**src/rtl/pipelined_cla_adder.sv**
```systemverilog
// Pipelined carry-lookahead adder/subtractor: one GROUP-bit lookahead group per stage, group carry registered between stages.
// Latency NG = WIDTH/GROUP clocks; a stalled output freezes every stage and drops in_ready.
module pipelined_cla_adder #(
    parameter int WIDTH = 16,
    parameter int GROUP = 4
) (
    input  logic             clk,
    input  logic             rst_n,
    input  logic             in_valid,
    output logic             in_ready,
    input  logic [WIDTH-1:0] a,
    input  logic [WIDTH-1:0] b,
    input  logic             cin,
    input  logic             sub,
    output logic             out_valid,
    input  logic             out_ready,
    output logic [WIDTH-1:0] sum,
    output logic             cout,
    output logic             ovf
);

    localparam int NG = WIDTH / GROUP;

    if ((WIDTH % GROUP) != 0 || NG < 1) begin : g_cfg_err
        $error("pipelined_cla_adder: WIDTH must be a non-zero multiple of GROUP");
    end

    // Every carry is a flat sum-of-products over the group's p/g, so nothing ripples.
    function automatic logic [GROUP:0] cla_carries(input logic [GROUP-1:0] p,
                                                   input logic [GROUP-1:0] g,
                                                   input logic             ci);
        logic [GROUP:0] c;
        logic           term;
        c[0] = ci;
        for (int i = 1; i <= GROUP; i++) begin
            term = ci;
            for (int j = 0; j < i; j++) term = term & p[j];
            c[i] = term;
            for (int j = 0; j < i; j++) begin
                term = g[j];
                for (int m = j + 1; m < i; m++) term = term & p[m];
                c[i] = c[i] | term;
            end
        end
        return c;
    endfunction

    logic stall;

    assign stall    = out_valid & ~out_ready;
    assign in_ready = ~stall;

    for (genvar k = 0; k < NG; k++) begin : g_stg
        logic [WIDTH-1:0] a_in, b_in, sum_in, sum_nxt;
        logic             c_in, v_in;
        logic [WIDTH-1:0] a_q, b_q, sum_q;
        logic             c_q, v_q;
        logic [GROUP-1:0] p, g;
        logic [GROUP:0]   c;

        if (k == 0) begin : g_head
            assign a_in   = a;
            assign b_in   = sub ? ~b : b;
            assign c_in   = sub ? 1'b1 : cin;
            assign sum_in = '0;
            assign v_in   = in_valid & in_ready;
        end else begin : g_body
            assign a_in   = g_stg[k-1].a_q;
            assign b_in   = g_stg[k-1].b_q;
            assign c_in   = g_stg[k-1].c_q;
            assign sum_in = g_stg[k-1].sum_q;
            assign v_in   = g_stg[k-1].v_q;
        end

        assign p = a_in[k*GROUP +: GROUP] ^ b_in[k*GROUP +: GROUP];
        assign g = a_in[k*GROUP +: GROUP] & b_in[k*GROUP +: GROUP];
        assign c = cla_carries(p, g, c_in);

        always_comb begin
            sum_nxt = sum_in;
            sum_nxt[k*GROUP +: GROUP] = p ^ c[GROUP-1:0];
        end

        always_ff @(posedge clk) begin
            if (!rst_n) begin
                a_q   <= '0;
                b_q   <= '0;
                sum_q <= '0;
                c_q   <= 1'b0;
                v_q   <= 1'b0;
            end else if (!stall) begin
                a_q   <= a_in;
                b_q   <= b_in;
                sum_q <= sum_nxt;
                c_q   <= c[GROUP];
                v_q   <= v_in;
            end
        end
    end

    // Signed overflow: carry into the MSB differs from carry out of it.
    logic ovf_q;

    always_ff @(posedge clk) begin
        if (!rst_n) begin
            ovf_q <= 1'b0;
        end else if (!stall) begin
            ovf_q <= g_stg[NG-1].c[GROUP] ^ g_stg[NG-1].c[GROUP-1];
        end
    end

    assign out_valid = g_stg[NG-1].v_q;
    assign sum       = g_stg[NG-1].sum_q;
    assign cout      = g_stg[NG-1].c_q;
    assign ovf       = ovf_q;

endmodule

```
**config.mk**
```make
export PLATFORM = sky130hd
export DESIGN_NAME = pipelined_cla_adder
export DESIGN_NICKNAME = d
export VERILOG_FILES = /design/src/rtl/pipelined_cla_adder.sv
export SDC_FILE = /design/constraint.sdc
export NUM_CORES = 1
export LEC_CHECK = 0
export ABC_AREA = 1
export ABC_CLOCK_PERIOD_IN_PS = 2100
export BUFFER_PORTS_ARGS = -buffer_cell sky130_fd_sc_hd__buf_2
export CAP_MARGIN = 25
export CORE_UTILIZATION = 59
export CTS_BUF_LIST = sky130_fd_sc_hd__clkbuf_4
export DETAILED_ROUTE_END_ITERATION = 10
export PLACE_DENSITY = 0.8
export SLEW_MARGIN = 20
export SYNTH_ARGS = -nofsm -noshare
export SYNTH_HDL_FRONTEND = slang
export SYNTH_SLANG_ARGS = --single-unit
export TNS_END_PERCENT = 50
```
**constraint.sdc**
```tcl
create_clock -name clk -period 2.1 [get_ports clk]
set_input_delay 0.315 -clock clk [delete_from_list [all_inputs] [get_ports clk]]
set_output_delay 0.315 -clock clk [all_outputs]
set_load 0.02 [all_outputs]
```
==> impl_metrics.ini <==
[clock_network]
root_buffer = clkbuf_4
clkLatencyLatePin_ns = 0.44
cts_resized = 0
cts_made_buffers = 9
htreeDepth = 3
tritoncts = done
clock_path_buffers = 2
cts_setup_buffers = 0
cts-hold-fix-buffers = 0
cts.sinks = 97
clk_pin_slew_worst_paths_ns = 0.15

[timing]
hold_viol_final = 0
fmax_mhz = 530
fin_crit_ns = 1.89
fin_hold_ws_ns = 0.116
rsz0062_at_grt = no
skew_ns = 0.0163
post-route-period-util_pct = 89.8
setup_viol = 0
worst_pin_slew_ns = 0.618
drv_slew = 0
finalSetupTns_ns = 0
relSlewSlack_pct = 58.8

[power]
ir_worst_vdd_v = 0.000476
finalPower_mw = 3.52
power_density_nw_per_um2 = 764
switching_share_pct = 27.3
clock_power_share_pct = 28.2
internal-power_mw = 2.56
p_comb_share_pct = 13.3
seqPwrFrac_pct = 58.5
power.net_switching_mw = 0.962
leakage_nw = 2.34

[logic_synthesis]
synthDistinctLibCells = 21
synth_edf_count = 0
ys_ff_latch = 97
syn_area_sq_um = 4150
synth_nets = 581
yosys_warnings = 0
yosys.cell_count.top_type = nor2_1
seq_area_frac_synth_pct = 46.8
synth_common_cells = 129 x nor2_1, 97 x dfxtp_1, 93 x o21ai_0
avgSynthCellArea_sq_um = 7.99
synth_top_area_share_pct = 46.8
yosys_most_used_dff = dfxtp_1
syn_inst = 519
yosys.area.top_type = dfxtp_1
synthTopCellsByArea = dfxtp_1 47%, nor2_1 12%, o21ai_0 11%
synth-async-reset-ratio_pct = 0

[min_path]
hold_path.class = primary input to flip-flop

[worst_setup_path]
criticalPathCategory = flip-flop to output pin
end_kind = output pin
cp_data_arrival_time_ns = 1.57
start_kind = flip-flop
crit_fanout = 50
cp.required_ns = 1.78

[die]
die_h_um = 85.8
initial_core_util_pct = 61.0
rows = 30
io_pins = 58
die_area_sq_um = 7370
die_x_um = 85.8
core_sq_um = 6790

[final_layout]
final_util_pct = 67.8
syn_to_final_growth_pct = 11.1
antenna_cells = 0
drive_gt1_share_pct = 14.3
nNetsFinal = 623

[global_route]
grt_pass1_wl_mm = 13.0
antenna_found_initial = 0
grt_pass1_vias = 3023
grt_remaining_overflow = 0
grt_usage_pct = 22.3
grt_start_max_net_pins = 76

[detailed_routing]
num_vias = 3318
wire_per_inst_um = 11.4
dr.pass1.iters = 4
wl_mm = 7.56
drt-initial-drc-count = 104
viasPerCell = 5.01
drc = 0
ant_nets = 0

[outcome]
status = finished clean

[placement]
place.gp.congestion = 0.832
io_buffers = 57
dp_hpwl_mm = 5.25

[job]
max_cap_viol_count = 0
[stage by stage]
step	instance area [sq um]	instances	setup slack (ns)
after detailed placement	4460	646	0.199
final	4610	662	0.214
after global placement	4460	646	0.317
after floorplan	4150	519	0.163
after CTS	4610	662	0.196
after global routing	4610	662	0.119
[worst max-delay path, stage by stage, from the launching register on]
cell and delay (ns):
dfxtp_1 0.34, inv_1 0.09, nor2_4 0.04, inv_2 0.20, buf_12 0.25, buf_2 0.20
[kinds of logic after synthesis]
kind of cell               share of synthesized area, %
buffers and inverters                              7.00
xor gates and xnor gates                           5.07
and+or+nand+nor                                    17.7
adders and majority gates                          7.97
DFF                                                46.8
AOI/OAI and AO/OA                                  15.4
[cell usage in the layout, fill, tap and decap left out]
master        n
nor2_1      129
dfxtp_1      97
o21ai_0      93
buf_2        57
inv_1        32
nand2_1      30
a21oi_1      24
nand3_1      20
ha_1         20
xnor2_1      15
xor2_1        9
clkbuf_4      9
o21bai_1      7
buf_4         5
fa_1          4
nand4_1       3
clkinvlp_4    2
buf_12        2
nor2_4        1
inv_2         1
nand3b_1      1
clkinv_1      1
bufinv_16     1
clkinv_4      1
inv_6         1
inv_8         1
[layer usage]
layer  global-route usage (%)  vias to the layer above  wire [um]
met5                        0                        -          0
li1                         -                     1763          -
met2                     38.0                       62       3490
met4                     10.6                        0        156
met3                     3.66                       15        208
met1                     27.7                     1478       3700
[registers in the layout (all words and copies together), names as in the netlist]
| name | flops |
|---|---|
| ovf | 1 |
| g_stg.v_q | 3 |
| g_stg.sum_q | 24 |
| cout | 1 |
| sum | 16 |
| out_valid | 1 |
| g_stg.a_q | 24 |
| g_stg.c_q | 3 |
| g_stg.b_q | 24 |
[layout make-up]
class	count	area, sq um
repair buffers	64	363
flip-flops and latches	97	1940
fillers	565	2190
well taps	96	120
inverters	33	124
clock buffers	9	67.6
clock inverters	7	77.6
multi-input cells	356	1910
[power by group through the flow]
stage                     Combinational (mW)  Clock [mW]  Sequential (mW)
after floorplan                        0.312           0             2.11
after global placement                 0.445           0             2.09
after detailed placement               0.468           0             2.10
after CTS                              0.470        1.02             2.06
after global routing                   0.538        1.09             2.07
final                                  0.467       0.993             2.06
[final timing paths]
kind,cells past startpoint,slack (ns),endpoint,startpoint
worst max-delay path,5,0.21,in_ready,out_valid$_SDFFE_PN0N_
worst min-delay path,3,0.12,g_stg[0].a_q[12]$_SDFFE_PN0N_,a[12]
worst max register to register,10,0.54,sum[15]$_SDFFE_PN0N_,g_stg[2].a_q[12]$_SDFFE_PN0N_
worst min register to register,2,0.48,g_stg[2].sum_q[11]$_SDFFE_PN0N_,g_stg[2].sum_q[11]$_SDFFE_PN0N_
Note: power is estimated with default switching activity, not from simulation.
